$ cat src/rtl/adrv9001_enable_sequencer.sv
// Per-channel TXn_EN / RXn_EN sequencer for the ADRV9001.
// Each Tx and Rx path runs its own setup / hold / guard timing, with optional TDD exclusion per channel.

module adrv9001_enable_path #(
    parameter int CNT_W = 16
) (
    input  logic             clk,
    input  logic             rst,
    input  logic             req,
    input  logic             blocked,
    input  logic [CNT_W-1:0] on_delay,
    input  logic [CNT_W-1:0] off_delay,
    input  logic [CNT_W-1:0] guard_delay,
    output logic             en,
    output logic             active,
    output logic             idle
);

    typedef enum logic [2:0] {
        ST_IDLE  = 3'd0,
        ST_SETUP = 3'd1,
        ST_ON    = 3'd2,
        ST_HOLD  = 3'd3,
        ST_GUARD = 3'd4
    } state_t;

    state_t           state_q, state_d;
    logic [CNT_W-1:0] cnt_q, cnt_d;
    logic             en_q, en_d;
    logic             active_q, active_d;

    always_ff @(posedge clk) begin
        if (rst) begin
            state_q  <= ST_IDLE;
            cnt_q    <= '0;
            en_q     <= 1'b0;
            active_q <= 1'b0;
        end else begin
            state_q  <= state_d;
            cnt_q    <= cnt_d;
            en_q     <= en_d;
            active_q <= active_d;
        end
    end

    // The counter holds a latched copy of the delay, so a state lasts delay+1 cycles.
    always_comb begin
        state_d = state_q;
        cnt_d   = cnt_q;
        case (state_q)
            ST_IDLE: begin
                if (req && !blocked) begin
                    state_d = ST_SETUP;
                    cnt_d   = on_delay;
                end
            end
            ST_SETUP: begin
                if (!req) begin
                    state_d = ST_HOLD;
                    cnt_d   = off_delay;
                end else if (cnt_q == '0) begin
                    state_d = ST_ON;
                end else begin
                    cnt_d = cnt_q - CNT_W'(1);
                end
            end
            ST_ON: begin
                if (!req) begin
                    state_d = ST_HOLD;
                    cnt_d   = off_delay;
                end
            end
            ST_HOLD: begin
                if (cnt_q == '0) begin
                    state_d = ST_GUARD;
                    cnt_d   = guard_delay;
                end else begin
                    cnt_d = cnt_q - CNT_W'(1);
                end
            end
            ST_GUARD: begin
                if (cnt_q == '0) begin
                    state_d = ST_IDLE;
                end else begin
                    cnt_d = cnt_q - CNT_W'(1);
                end
            end
            default: begin
                state_d = ST_IDLE;
                cnt_d   = '0;
            end
        endcase
    end

    // Pin outputs are decoded from the next state so they change on the same edge as the state.
    always_comb begin
        en_d     = (state_d == ST_SETUP) || (state_d == ST_ON) || (state_d == ST_HOLD);
        active_d = (state_d == ST_ON);
    end

    assign en     = en_q;
    assign active = active_q;
    assign idle   = (state_q == ST_IDLE);

endmodule

module adrv9001_enable_sequencer #(
    parameter int NUM_CH      = 2,
    parameter int CNT_W       = 16,
    parameter int TX_PRIORITY = 1
) (
    input  logic              clk,
    input  logic              rst,
    input  logic [NUM_CH-1:0] tx_req,
    input  logic [NUM_CH-1:0] rx_req,
    input  logic [NUM_CH-1:0] tdd_mode,
    input  logic [CNT_W-1:0]  on_delay,
    input  logic [CNT_W-1:0]  off_delay,
    input  logic [CNT_W-1:0]  guard_delay,
    input  logic [NUM_CH-1:0] conflict_clr,
    output logic [NUM_CH-1:0] tx_en,
    output logic [NUM_CH-1:0] rx_en,
    output logic [NUM_CH-1:0] tx_active,
    output logic [NUM_CH-1:0] rx_active,
    output logic [NUM_CH-1:0] tdd_conflict
);

    localparam bit TX_WINS = (TX_PRIORITY != 0);

    genvar gi;
    generate
        for (gi = 0; gi < NUM_CH; gi++) begin : g_ch
            logic tx_idle, rx_idle;
            logic tx_blocked, rx_blocked;
            logic conflict_q, conflict_d;

            // A path may only leave IDLE while its partner is IDLE; on a tie the priority path wins.
            always_comb begin
                tx_blocked = tdd_mode[gi] && (!rx_idle || (rx_req[gi] && !TX_WINS));
                rx_blocked = tdd_mode[gi] && (!tx_idle || (tx_req[gi] &&  TX_WINS));
                conflict_d = conflict_q;
                if (conflict_clr[gi]) begin
                    conflict_d = 1'b0;
                end
                if ((tx_req[gi] && tx_idle && tx_blocked) ||
                    (rx_req[gi] && rx_idle && rx_blocked)) begin
                    conflict_d = 1'b1;
                end
            end

            always_ff @(posedge clk) begin
                if (rst) begin
                    conflict_q <= 1'b0;
                end else begin
                    conflict_q <= conflict_d;
                end
            end

            assign tdd_conflict[gi] = conflict_q;

            adrv9001_enable_path #(
                .CNT_W (CNT_W)
            ) u_tx_path (
                .clk         (clk),
                .rst         (rst),
                .req         (tx_req[gi]),
                .blocked     (tx_blocked),
                .on_delay    (on_delay),
                .off_delay   (off_delay),
                .guard_delay (guard_delay),
                .en          (tx_en[gi]),
                .active      (tx_active[gi]),
                .idle        (tx_idle)
            );

            adrv9001_enable_path #(
                .CNT_W (CNT_W)
            ) u_rx_path (
                .clk         (clk),
                .rst         (rst),
                .req         (rx_req[gi]),
                .blocked     (rx_blocked),
                .on_delay    (on_delay),
                .off_delay   (off_delay),
                .guard_delay (guard_delay),
                .en          (rx_en[gi]),
                .active      (rx_active[gi]),
                .idle        (rx_idle)
            );
        end
    endgenerate

endmodule

$ cat config.mk
export PLATFORM = sky130hd
export DESIGN_NAME = adrv9001_enable_sequencer
export DESIGN_NICKNAME = d
export VERILOG_FILES = /design/src/rtl/adrv9001_enable_sequencer.sv
export SDC_FILE = /design/constraint.sdc
export NUM_CORES = 1
export LEC_CHECK = 0
export CORE_MARGIN = 5
export CORE_UTILIZATION = 60
export CTS_BUF_LIST = sky130_fd_sc_hd__clkbuf_2 sky130_fd_sc_hd__clkbuf_4 sky130_fd_sc_hd__clkbuf_8
export DETAILED_ROUTE_END_ITERATION = 10
export GPL_TIMING_DRIVEN = 0
export PLACE_DENSITY = 0.84
export SYNTH_ARGS = -nofsm -noshare
export SYNTH_HDL_FRONTEND = slang
export SYNTH_SLANG_ARGS = --single-unit
$ cat constraint.sdc
create_clock -name clk -period 2.49 [get_ports clk]
set_clock_uncertainty 0.2 [all_clocks]
set_input_delay 0.498 -clock clk [delete_from_list [all_inputs] [get_ports clk]]
set_output_delay 0.498 -clock clk [all_outputs]
set_load 0.01 [all_outputs]
* Word-level counts from Yosys, hierarchy flattened
Index checks and enable logic that the tools add are counted.
** Operators by class
- Add/sub/neg operators :: 4
- Equal/unequal tests :: 36
- Mux-type cells :: 56
- Reductions and logical operators :: 50
** Operators with widths (count)
- two-way mux 16 bit :: 20
- one-hot mux 16 bit (5 select lines) :: 4
- two-way mux 3 bit :: 24
- zero test 16 bit :: 4
- subtractor 16 x 1 -> 16 bit (second input constant) :: 4
- one-hot mux 3 bit (5 select lines) :: 4
- == test 3 x 2 -> 1 bit (second input constant) :: 16
- == test 3 x 1 -> 1 bit (second input constant) :: 8
- logical AND 1 bit :: 16
- == test 3 bit (second input constant) :: 4
- zero test 3 bit :: 4
- logical OR 1 bit :: 12
- zero test 1 bit :: 8
- != test 2 x 1 -> 1 bit (second input constant) :: 4
- != test 2 bit (second input constant) :: 4
- AND reduction 2 bit :: 4
- two-way mux 1 bit :: 4
- nonzero test 2 bit :: 2
** Word-level totals
- Word-level logic and storage cells :: 164
- Register bits :: 86

* Longest topological paths before layout
- Depth after elaboration :: 11
- Depth in mapped cells :: 10
- Depth with buffers taken out :: 8

* Hierarchy
From an unflattened synthesis, not the netlist that was laid out.
** Second synthesis, totals
- Cell total of the unflattened synthesis :: 998
- Area, all modules :: 7664.9 µm²
** By module, submodules not included
- adrv9001_enable_path :: seq. area each 420.4 µm², times used 4, cells each 245, area each 1876.8 µm²
- adrv9001_enable_sequencer :: seq. area each 40.0 µm², times used 1, cells each 18, area each 157.7 µm²

* Worst setup path after synthesis
No wires, ideal clock.
- Kind :: in2reg
- Start point :: in rx_req[1]
- End point :: reg g_ch[1].u_rx_path.cnt_q[6]
- Required time :: 2.173 ns
- Slack :: 0.137 ns
- Setup time :: 0.117 ns
- Buffers on the path :: 2
- Arrival time :: 2.037 ns
- Cell stages on the path :: 8
- Path through :: clkbuf_1 > nor3b_1 > or2_2 > and2_1 > clkbuf_1 > a222oi_1 > o31ai_1 > a22o_1
** On the way
- Longest elaborated chain between the ends :: 3
- Elaborated cells on any way between the ends :: 6
- Those cells by class :: eq/ne (2); mux (2); reduce/logical (2)
** Ends and longest elaborated chain
- from (decl) :: RTL line 115 : input logic [NUM_CH-1:0] rx_req,
- logical AND 1 bit :: RTL line 52 : if (req && !blocked) begin
- != test 2 x 1 -> 1 bit (no source line)
- AND reduction 2 bit (no source line)
- to (signal assigned) :: RTL line 40 : cnt_q <= cnt_d;
- to (decl) :: RTL line 28 : logic [CNT_W-1:0] cnt_q, cnt_d;
Several ways; a longest one is shown, not always the timed one.
A chain may end at the register's enable or synchronous reset.

==> flow_summary.json <==
{
  "start_util_pct": 61.7,
  "synth-seq-cells": 86,
  "netlist_top_cells_area": "dfxtp_1 (26%), nand2_1 (5.0%), a21oi_1 (4.8%), a22o_1 (4.0%), o21ai_0 (3.8%)",
  "criticalPathCategory": "input port to flop",
  "worst-path-max-fanout": 10,
  "fin_crit_ns": 2.48,
  "port_buffers": 66,
  "rows": 38,
  "clk_latency_ns": 0.37,
  "startpoint_type": "input port",
  "drt_iter0_markers": 1549,
  "cts_buffer_depth": 2,
  "peakVddDrop_uv": 819,
  "syn_area_sq_um": 6720,
  "syn_area_per_cell_sq_um": 7.49,
  "cts_tree": "yes",
  "p_int_mw": 5.23,
  "grt_use_total_pct": 39.4,
  "seq_power_share_pct": 23.6,
  "netSwitchingFraction_pct": 51.5,
  "clock-root-buffer": "clkbuf_8",
  "via_count": 8287,
  "avgViaCountPerCell": 7.30,
  "fmax_mhz": 403,
  "r2r_slack_ns": 0.007,
  "hold_ws_ns": 0.276,
  "powerDensity_nw_per_um2": 1300,
  "layout.cells.non_filler": 1135,
  "h-tree-depth": 3,
  "power_leakage_nw": 3.09,
  "die_area_sq_um": 13400,
  "syn_nets": 959,
  "rr_worst_depth": 8,
  "multi_input_area_sq_um": 4930,
  "ios": 68,
  "path_clk_slew_ns": 0.09,
  "dp_cells": 1103,
  "reg2reg_to": "g_ch[1].u_rx_path.cnt_q[6]",
  "p_total_mw": 10.8,
  "grt_max_degree": 13,
  "end_kind": "flop",
  "status": "finished clean",
  "holdPathStages": 2,
  "combPwrFrac_pct": 67.3,
  "synth_edf_count": 0,
  "grt_overflow": 0,
  "antenna_left": 0,
  "min_path_type": "flop to flop",
  "slew_headroom_pct": 56.3,
  "clkSinkCount": 86,
  "min_to": "g_ch[0].u_tx_path.cnt_q[6]",
  "fillers": 846,
  "r2r_start": "g_ch[1].u_rx_path.state_q[0]",
  "hp-start": "g_ch[0].u_tx_path.cnt_q[6]",
  "synthCells": 897,
  "hold_violations": 0,
  "syn_to_final_growth_pct": 23.3,
  "grt_pass1_vias": 7464,
  "nets": 1051,
  "p_switching_mw": 5.54,
  "clkPwrFrac_pct": 9.1,
  "yosys.cell_count.top_type": "nand2_1",
  "synthFlopType": "dfxtp_1",
  "yosysSeqAreaShare_pct": 25.6,
  "drv_slew": 0,
  "critical_path_required_ns": 2.52,
  "cp.arrival_ns": 2.52,
  "synth.top_cells.by_count": "nand2_1 (90), dfxtp_1 (86), nor2_1 (67), a21oi_1 (65), o21ai_0 (51)",
  "gp_congestion": 1.06,
  "post_drt_wl_per_cell_microns": 24.2,
  "layout-drive-gt1-share_pct": 16.2,
  "routed_wl_microns": 27500,
  "fp.dieH_microns": 116,
  "async_flop_share_pct": 0,
  "seq_area_sq_um": 1720,
  "synth_top_area_share_pct": 25.6,
  "finish.utilization_pct": 76.1,
  "drt_pre_antenna_iters": 7,
  "tightest_slew_ns": 0.653,
  "place.detailed.hpwl_microns": 19200,
  "synth_area_leader_cell": "dfxtp_1",
  "die_w_microns": 116,
  "antenna_found_initial": 0,
  "remaining_drc_errors": 0,
  "cts-buffers-inserted": 9,
  "yosys_warnings": 0,
  "setup_violations": 0,
  "synth.distinct_cells": 86,
  "maxCapViolCount": 0,
  "period_share_pct": 99.7,
  "grt_pass1_wl_microns": 41000,
  "core_sq_um": 10900
}
[placed cells by master, fill, tap and decap left out, types with 14 or more instances in the layout]
master	netlist	routed
a21oi_1	65	62
a22o_1	31	30
a22oi_1	32	32
buf_4	11	37
clkbuf_2	0	14
clkdlybuf4s50_1	0	64
dfxtp_1	86	84
inv_1	28	28
nand2_1	90	87
nand3_1	19	16
nor2_1	67	64
nor3_1	43	37
o21ai_0	51	51
o31ai_1	20	17
or3_1	14	14
[cell type report]
type,count,share of cell area [%]
Multi-Input combinational cell,717,59.6
Sequential cell,86,20.8
Timing Repair Buffer,86,9.76
Buffer,60,4.22
Clock buffer,15,2.12
Tap cell,140,2.12
Inverter,29,1.31
Clock inverter,1,0.0604
Antenna cell,1,0.0302
[repair_timing]
item | CTS | global route
resized for setup | 46 | 77
endpoints found under the hold margin | 0 | 0
buffers inserted | 1 | 19
endpoints found under the setup margin | 71 | 71
hold buffers | 0 | 0
pin swaps | 4 | 19
[worst max-delay path by stage]
stage	startpoint	end	slack (ns)	cells past startpoint
after floorplan	rx_req[1]	g_ch[1].u_rx_path.cnt_q[6]	0.14	8
after global placement	rst	g_ch[0].conflict_q	-1.14	5
after detailed placement	rst	g_ch[1].u_rx_path.state_q[2]	-1.18	5
after CTS	g_ch[1].u_rx_path.state_q[1]	g_ch[1].u_rx_path.cnt_q[6]	-0.005	8
after global routing	g_ch[1].u_rx_path.state_q[0]	g_ch[1].u_rx_path.cnt_q[6]	-0.16	8
final	rst	g_ch[1].u_rx_path.cnt_q[8]	0.007	6
[worst max-delay path, stage by stage]
cell and delay [ns]:
dlygate4sd2_1 0.55, inv_1 0.23, clkbuf_2 0.35, nand2_1 0.24, clkbuf_1 0.46, o22ai_1 0.19
[metal layers]
metal  share of wire [%]  GRT usage, %  up-vias
li1                    -             -     3660
met1                  38          54.8     3739
met2                  40          55.4      721
met3                  14          9.45      167
met4                 7.2          22.7        0
met5                   0             0        -
[flip-flops by register name, summed over array words and instances (netlist names)]
signal                  count
g_ch.u_tx_path.active       2
g_ch.u_rx_path.active       2
g_ch.u_tx_path.en           2
g_ch.u_rx_path.cnt_q       32
g_ch.u_tx_path.state_q      6
g_ch.conflict_q             2
g_ch.u_rx_path.en           2
g_ch.u_tx_path.cnt_q       32
g_ch.u_rx_path.state_q      6
[power groups by stage]
stage                     Sequential, mW  Combinational, mW  Clock, mW
after floorplan                     2.30               4.68          0
after global placement              2.43               6.14          0
after detailed placement            2.45               6.20          0
after CTS                           2.45               6.42      0.973
after global routing                2.61               7.70       1.03
final                               2.54               7.24      0.984
[logic make-up after synthesis]
logic type | after synthesis | synth area share, %
simple gates | 340 | 26.7
buf+inv | 94 | 6.32
compound gates | 360 | 38.7
xor+xnor | 9 | 1.17
mux | 4 | 0.689
flops | 86 | 25.6
fa+ha+maj | 4 | 0.745
[per-stage QoR]
step | TNS (ns) | setup slack (ns) | instance area (sq um)
finish | 0 | 0.00692 | 8280
detailed placement | -45.15 | -1.18 | 7550
floorplan | 0 | 0.137 | 6720
global placement | -45.74 | -1.14 | 7550
CTS | -0.00686 | -0.00474 | 7930
global route | -0.270 | -0.158 | 8280
No activity file was read; power rests on OpenSTA's default activity.
